**config.mk**
```make
export PLATFORM = sky130hd
export DESIGN_NAME = arith_sitofp_seq
export DESIGN_NICKNAME = d
export VERILOG_FILES = /design/src/rtl/loom_fp_pkg.sv /design/src/rtl/fp_round_rne.sv /design/src/rtl/arith_sitofp_seq.sv
export SDC_FILE = /design/constraint.sdc
export NUM_CORES = 1
export LEC_CHECK = 0
export ABC_AREA = 1
export CORE_ASPECT_RATIO = 0.6
export CORE_MARGIN = 2
export CORE_UTILIZATION = 60
export CTS_BUF_LIST = sky130_fd_sc_hd__clkbuf_8
export CTS_CLUSTER_DIAMETER = 120
export DETAILED_ROUTE_END_ITERATION = 16
export HOLD_SLACK_MARGIN = 0.06
export PLACE_DENSITY = 0.88
export SETUP_SLACK_MARGIN = 0.3
export SYNTH_ARGS = -nofsm -noshare
export SYNTH_HDL_FRONTEND = slang
export SYNTH_HIERARCHICAL = 1
export SYNTH_SLANG_ARGS = --single-unit
```
**constraint.sdc**
```tcl
create_clock -name clk -period 3.57 [get_ports clk]
set_input_delay 1.071 -clock clk [delete_from_list [all_inputs] [get_ports clk]]
set_output_delay 1.071 -clock clk [all_outputs]
set_load 0.01 [all_outputs]
```
**src/rtl/loom_fp_pkg.sv**
```systemverilog
// ============================================================================
//  Module      : loom_fp_pkg
//  Description : Shared floating-point format helpers and converter FSM states.
//  Revision    : 1.0 - initial release
// ============================================================================
`default_nettype none

package loom_fp_pkg;

    typedef enum logic [1:0] {
        IDLE  = 2'd0,
        NORM  = 2'd1,
        ROUND = 2'd2,
        DONE  = 2'd3
    } fp_cvt_state_e;

    function automatic int mant_bits(input int width);
        return (width == 64) ? 52 : 23;
    endfunction

    function automatic int exp_bits(input int width);
        return (width == 64) ? 11 : 8;
    endfunction

    function automatic int exp_bias(input int width);
        return (width == 64) ? 1023 : 127;
    endfunction

endpackage

`default_nettype wire

```
**src/rtl/fp_round_rne.sv**
```systemverilog
// ============================================================================
//  Module      : fp_round_rne
//  Description : Packs a normalized magnitude into IEEE-754 with round-to-nearest-even.
//  Revision    : 1.0 - initial release
// ============================================================================
`default_nettype none

module fp_round_rne
    import loom_fp_pkg::*;
#(
    parameter int WIDTH = 32
) (
    input  logic [WIDTH-2:0]              i_frac,
    input  logic [exp_bits(WIDTH)-1:0]    i_exp,
    input  logic                          i_sign,
    output logic [WIDTH-1:0]              o_float
);

    localparam int              c_m    = mant_bits(WIDTH);
    localparam int              c_ew   = exp_bits(WIDTH);
    localparam logic [c_ew-1:0] c_bias = c_ew'(exp_bias(WIDTH));

    logic [c_m-1:0]  w_mant;
    logic            w_guard;
    logic            w_sticky;
    logic            w_round_up;
    logic [c_m:0]    w_mant_sum;
    logic [c_ew-1:0] w_exp_out;

    // i_frac excludes the leading one, which is implicit in the encoding
    assign w_mant     = i_frac[WIDTH-2 -: c_m];
    assign w_guard    = i_frac[WIDTH-2-c_m];
    assign w_sticky   = |i_frac[WIDTH-3-c_m:0];
    assign w_round_up = w_guard & (w_sticky | w_mant[0]);

    // A carry out of the mantissa leaves it all zero and bumps the exponent
    assign w_mant_sum = {1'b0, w_mant} + {{c_m{1'b0}}, w_round_up};
    assign w_exp_out  = i_exp + c_bias + {{(c_ew-1){1'b0}}, w_mant_sum[c_m]};

    assign o_float = {i_sign, w_exp_out, w_mant_sum[c_m-1:0]};

endmodule

`default_nettype wire

```
**src/rtl/arith_sitofp_seq.sv**
```systemverilog
// ============================================================================
//  Module      : arith_sitofp_seq
//  Description : Iterative integer to IEEE-754 converter with valid/ready handshakes.
//  Revision    : 1.0 - initial release
// ============================================================================
`default_nettype none

module arith_sitofp_seq
    import loom_fp_pkg::*;
#(
    parameter int WIDTH  = 32,
    parameter bit SIGNED = 1'b1
) (
    input  logic             clk,
    input  logic             rst,
    input  logic             in_valid,
    output logic             in_ready,
    input  logic [WIDTH-1:0] in_data,
    output logic             out_valid,
    input  logic             out_ready,
    output logic [WIDTH-1:0] out_data
);

    generate
        if (WIDTH != 32 && WIDTH != 64) begin : g_bad_width
            $fatal(1, "arith_sitofp_seq: WIDTH must be 32 or 64");
        end
    endgenerate

    localparam int         c_ew       = exp_bits(WIDTH);
    localparam logic [1:0] c_st_idle  = IDLE;
    localparam logic [1:0] c_st_norm  = NORM;
    localparam logic [1:0] c_st_round = ROUND;
    localparam logic [1:0] c_st_done  = DONE;

    logic [1:0]       r_state;
    logic [WIDTH-1:0] r_mag;
    logic [c_ew-1:0]  r_exp;
    logic             r_sign;
    logic [WIDTH-1:0] r_out_data;

    logic             w_in_neg;
    logic [WIDTH-1:0] w_in_mag;
    logic [WIDTH-1:0] w_rounded;

    // The most negative input negates to itself, which is 2^(WIDTH-1) unsigned
    assign w_in_neg = SIGNED & in_data[WIDTH-1];
    assign w_in_mag = w_in_neg ? -in_data : in_data;

    fp_round_rne #(
        .WIDTH (WIDTH)
    ) u_round (
        .i_frac  (r_mag[WIDTH-2:0]),
        .i_exp   (r_exp),
        .i_sign  (r_sign),
        .o_float (w_rounded)
    );

    always_ff @(posedge clk) begin
        if (rst) begin
            r_state    <= c_st_idle;
            r_mag      <= '0;
            r_exp      <= '0;
            r_sign     <= 1'b0;
            r_out_data <= '0;
        end else begin
            case (r_state)
                c_st_idle: begin
                    if (in_valid) begin
                        r_sign  <= w_in_neg;
                        r_mag   <= w_in_mag;
                        r_exp   <= c_ew'(WIDTH - 1);
                        r_state <= c_st_norm;
                    end
                end
                c_st_norm: begin
                    if (r_mag == '0) begin
                        r_out_data <= '0;
                        r_state    <= c_st_done;
                    end else if (r_mag[WIDTH-1]) begin
                        r_state <= c_st_round;
                    end else begin
                        r_mag <= {r_mag[WIDTH-2:0], 1'b0};
                        r_exp <= r_exp - 1'b1;
                    end
                end
                c_st_round: begin
                    r_out_data <= w_rounded;
                    r_state    <= c_st_done;
                end
                c_st_done: begin
                    if (out_ready) begin
                        r_state <= c_st_idle;
                    end
                end
                default: r_state <= c_st_idle;
            endcase
        end
    end

    assign in_ready  = (r_state == c_st_idle);
    assign out_valid = (r_state == c_st_done);
    assign out_data  = r_out_data;

endmodule

`default_nettype wire
```
## Word level (Yosys, flattened, before mapping)

Index checks and enable logic that the tools add are counted.

- Register bits: 75
- Input bits: 36
- Output and inout port bits: 34
- Word-level logic and storage cells: 48

- Add/subtract/negate cells: 5
- Mux-type cells: 16
- Eq/ne operators: 9
- Bitwise logic cells: 2
- Reductions and logical operators: 10

Operators with widths:

| operator | number |
|---|---|
| 32-bit 2-to-1 mux | 5 |
| 32-bit one-hot mux with 2 select lines | 2 |
| 32-bit zero test | 1 |
| 32-bit negator | 1 |
| 23-bit by 1-bit adder with 24-bit output | 1 |
| 8-bit 2-to-1 mux | 3 |
| 8-bit one-hot mux with 2 select lines | 1 |
| 8-bit by 1-bit adder with 8-bit output | 1 |
| 8-bit by 7-bit adder with 8-bit output (second input constant) | 1 |
| 2-bit 2-to-1 mux | 4 |
| 2-bit inequality test (second input constant) | 4 |
| 2-bit one-hot mux with 4 select lines | 1 |
| 8-bit by 1-bit subtractor with 8-bit output (second input constant) | 1 |
| 7-bit OR reduction | 1 |
| 3-bit AND reduction | 2 |
| 2-bit == test (second input constant) | 2 |
| 2-bit AND reduction | 2 |
| 4-bit AND reduction | 1 |
| 2-bit nonzero test | 2 |
| 3-bit inequality test (second input constant) | 1 |
| 2-bit by 1-bit == test with 1-bit output (second input constant) | 1 |
| 2-bit zero test | 1 |
| 2-bit by 1-bit inequality test with 1-bit output (second input constant) | 1 |
| 1-bit AND | 1 |
| 1-bit bitwise OR | 1 |

## Longest topological paths before layout

- Depth in word-level cells: 6
- Gate-level depth with buffers: 12
- Depth with buffers taken out: 12

## Hierarchy

Netlist, hierarchy kept.

Modules (own cells, without submodules):

| module | area an instance (µm²) | instances | cells an instance |
|---|---|---|---|
| arith_sitofp_seq | 4,585.6 | 1 | 744 |
| fp_round_rne | 785.8 | 1 | 150 |

## Worst setup path after synthesis

Ideal clock, no wire load.

- Kind: input to register
- Start point: in in_data[1]
- End point: reg r_mag[24]
- Required time: 3.459 ns
- Path slack: 1.250 ns
- Arrival time: 2.209 ns
- Library setup time: 0.111 ns
- Stages: 11
- Cell sequence: inv_1 -> ha_1 -> nand3_1 -> nor2_1 -> nand2_1 -> nand2_1 -> nand2_1 -> nor2_1 -> nor2_1 -> nor2_1 -> nor2_1

- Cells in the longest elaborated chain, start to end: 4

Ends and longest elaborated chain:

| what | RTL line | text |
|---|---|---|
| start, declared | arith_sitofp_seq.sv:18 | `input logic [WIDTH-1:0] in_data,` |
| 32-bit negator | arith_sitofp_seq.sv:48 | `assign w_in_mag = w_in_neg ? -in_data : in_data;` |
| 32-bit 2-to-1 mux | arith_sitofp_seq.sv:48 |  |
| 32-bit 2-to-1 mux | arith_sitofp_seq.sv:69 | `if (in_valid) begin` |
| 32-bit one-hot mux with 2 select lines | arith_sitofp_seq.sv:67 | `case (r_state)` |
| end signal, assigned | arith_sitofp_seq.sv:71 | `r_mag <= w_in_mag;` |
| end signal, assigned | arith_sitofp_seq.sv:83 | `r_mag <= {r_mag[WIDTH-2:0], 1'b0};` |
| end, declared | arith_sitofp_seq.sv:37 | `logic [WIDTH-1:0] r_mag;` |

No other way between the ends. The select of a mux whose other input is x is not followed.
A chain may end at the register's enable or synchronous reset.

## Worst setup path in the final report

- Start point: in in_data[6]
- End point: reg r_mag[21]

Same word-level chain as after synthesis.

==> out/qor.txt <==
Worst hold path type = reg2reg
Min Tclk post-route = 2780 ps
Max Clock Skew = 8.59 ps
Filler cells = 732
PostCTS Resize Cnt = 0
Final RePlAce weighted congestion = 0.969
Die area = 0.00975 mm2
# hold bufs at CTS = 0
CTS tree = built
Status = complete, no violations
Initial Util = 62.5%
Slowest stage delay, CP = 480 ps
Drt total wl = 14.4 mm
WP data required = 3860 ps
Synth Warn # = 6
Final period utilization = 77.8%
Hold path cells = 1
Initial DRT Pass Iterations = 5
Total GRT Usage = 30.6%
Initial antenna violation count = 0
CP max FO = 5
Iteration-0 DRC count of the detailed router = 549
Synth Register Bits = 75
LEAKAGE = 2.73 nW
Worst setup path start = in_data[6]
Seq. cell area = 0.00150 mm2
RSZ-0062 raised after global routing = false
Vias = 5739
Hold path endpoint = r_exp[0]
FF-to-FF setup slack = 800 ps
Length in cells of the worst reg-to-reg path = 10
Final hold vios = 0
Max frequency = 360 MHz
H-tree levels = 3
Hold Startpoint = r_exp[0]
Post-Syn Instances = 894
Area of the multi-input gates = 0.00338 mm2
Clk buf depth = 2
Min Hold Slack = 457 ps
R2R Path Start = r_mag[9]
Clock root cell = clkbuf_8
Worst Tran Pin Value = 901 ps
Reg clk slew, reported paths = 80 ps
Die height = 77.3 um
Antenna viol nets, final = 0
Critical path data arrival time = 3070 ps
Grt ovf = 0
First-pass GRT wire length = 24.4 mm
Slew HR = 39.7%
CP Class = in2reg
CTS Sinks = 75
Cell row count = 26
# nets final = 990
Buf/Inv on CP = 1
PwrDens = 723 mW/mm2
Cell area after synthesis = 0.00537 mm2
Die W = 126 um
Share of cells above drive strength 1 = 8.21%
Cell repeated most along the worst path = nor2_1
Crit path cell chain = clkdlybuf4s50_1, nor2_1, nand2_1, nor2_1, nand2_1, nand2_1, a21oi_1, nor2_1, nor2_1, nor2_1
Slowest cell on crit path = nor2_1
Final count of negative-setup-slack endpoints = 0
Post-DP HPWL = 10.6 mm
Netlist cell types = 35
DR vias/cell = 5.40
Largest net degree at the start of global routing = 35
Post-CTS Setup Repair Bufs = 0
Setup_tns = 0 ps
CP delay by family, top = simple AND/OR/NAND/NOR gates
Post-synthesis sequential area ratio = 28.0%
Reg2Reg Capture Point = out_data[31]
Max-cap violation count = 0
Kind of start point of the critical path = input port
CP endpoint kind = register
Synthesis-to-layout area growth = 16.9%
Count of input and output buffers = 69
Peak VDD IR = 0.000722 V
Vias in the first global route = 4942
Clock Latency Late Sink = 360 ps
TritonCTS buffer count = 9
CORE AREA = 0.00859 mm2
Net count after synthesis = 939
Syn Area/Cell = 6.01 um2
Core Util, Final = 73.1%
Slew Viols, Final = 0
# diodes = 0
Drt drc = 0
WL per Instance = 13.6 um
I/O pin cnt = 70
-- how the worst max path moves through the flow --
stage	cells past startpoint	to	slack, ps
floorplan	11	r_mag[24]	1250
global placement	10	r_mag[21]	560
detailed placement	10	r_mag[21]	530
CTS	3	in_ready	780
global route	10	out_data[31]	600
finish	10	r_mag[21]	790
-- Yosys cell counts --
master	count	share of area, %
o21bai_1	3	0.42
buf_4	3	0.42
and2_1	1	0.12
inv_1	68	4.8
o22ai_1	1	0.12
nand3_1	52	4.8
nand2_2	3	0.35
buf_2	10	0.93
nand2_1	273	19
nor3_1	6	0.56
ha_1	9	2.1
or2_2	2	0.23
clkbuf_1	11	0.77
a21oi_2	30	4.9
inv_4	1	0.12
nand3b_1	8	1.1
o31ai_1	1	0.14
nand3_2	2	0.37
xnor2_1	10	1.6
o21ai_1	33	3.1
xor2_1	14	2.3
o211ai_1	2	0.28
dfxtp_1	75	28
nor2_4	4	0.84
inv_2	3	0.21
a21oi_1	29	2.7
o2111ai_1	1	0.16
a21boi_0	1	0.14
nor2_2	6	0.70
o21ai_4	2	0.61
o21ai_0	29	2.7
buf_1	7	0.49
nand4_1	8	0.93
nor2_1	179	13
buf_6	7	1.5
-- cell type report --
| class | count | share of cell area, % |
|---|---|---|
| multi-input combinational | 709 | 53.8 |
| sequential | 75 | 23.9 |
| timing repair buffer | 78 | 12.1 |
| inverter | 72 | 4.34 |
| clock buffer | 11 | 2.41 |
| tap | 112 | 2.23 |
| clock inverter | 5 | 1.22 |
-- per-stage QoR --
stage               setup WS [ps]  instances  cell area, um2  power, mW
CTS                           780       1062            6280       4.51
detailed placement            533       1046            6050       3.74
global placement              557       1046            6050       3.69
floorplan                    1250        894            5370       3.09
finish                        791       1062            6280       4.54
global route                  601       1062            6280       4.89
-- state kept, by name, summed over array words and instances, names as in the netlist --
signal    flops
out_data     32
r_exp         8
r_mag        32
r_sign        1
r_state       2
-- cell families after synthesis --
kind of cell	Yosys count	synth area share, %
and+or+nand+nor	544	41.6
AOI/OAI and AO/OA	132	15.2
buffers and inverters	110	9.15
DFF	75	28.0
xor gates and xnor gates	24	3.91
adders and majority gates	9	2.10
-- cells in the final DEF, fill, tap and decap left out, types with 6 or more instances in the layout --
cell type | netlist | routed
nand2_1 | 273 | 273
nor2_1 | 179 | 179
dfxtp_1 | 75 | 75
inv_1 | 68 | 69
clkdlybuf4s50_1 | 0 | 69
nand3_1 | 52 | 52
o21ai_1 | 33 | 33
a21oi_2 | 30 | 30
o21ai_0 | 29 | 29
a21oi_1 | 29 | 29
xor2_1 | 14 | 14
clkbuf_8 | 0 | 11
xnor2_1 | 10 | 10
buf_4 | 3 | 9
nand4_1 | 8 | 8
nand3b_1 | 8 | 8
ha_1 | 9 | 8
nor2_2 | 6 | 6
nor3_1 | 6 | 6
-- power by group --
| group | switching (mW) | internal, mW |
|---|---|---|
| sequential | 0.324 | 1.12 |
| combinational | 1.43 | 0.918 |
| clock | 0.322 | 0.428 |
| total | 2.08 | 2.46 |
-- metal layers --
layer	up-vias	track usage, %	wire, um
li1	2928	-	-
met1	2527	45.2	6820
met2	254	42.3	5690
met3	30	10.5	1680
met4	0	6.92	246
met5	-	0	0
Power figures use the tool's default switching activity.
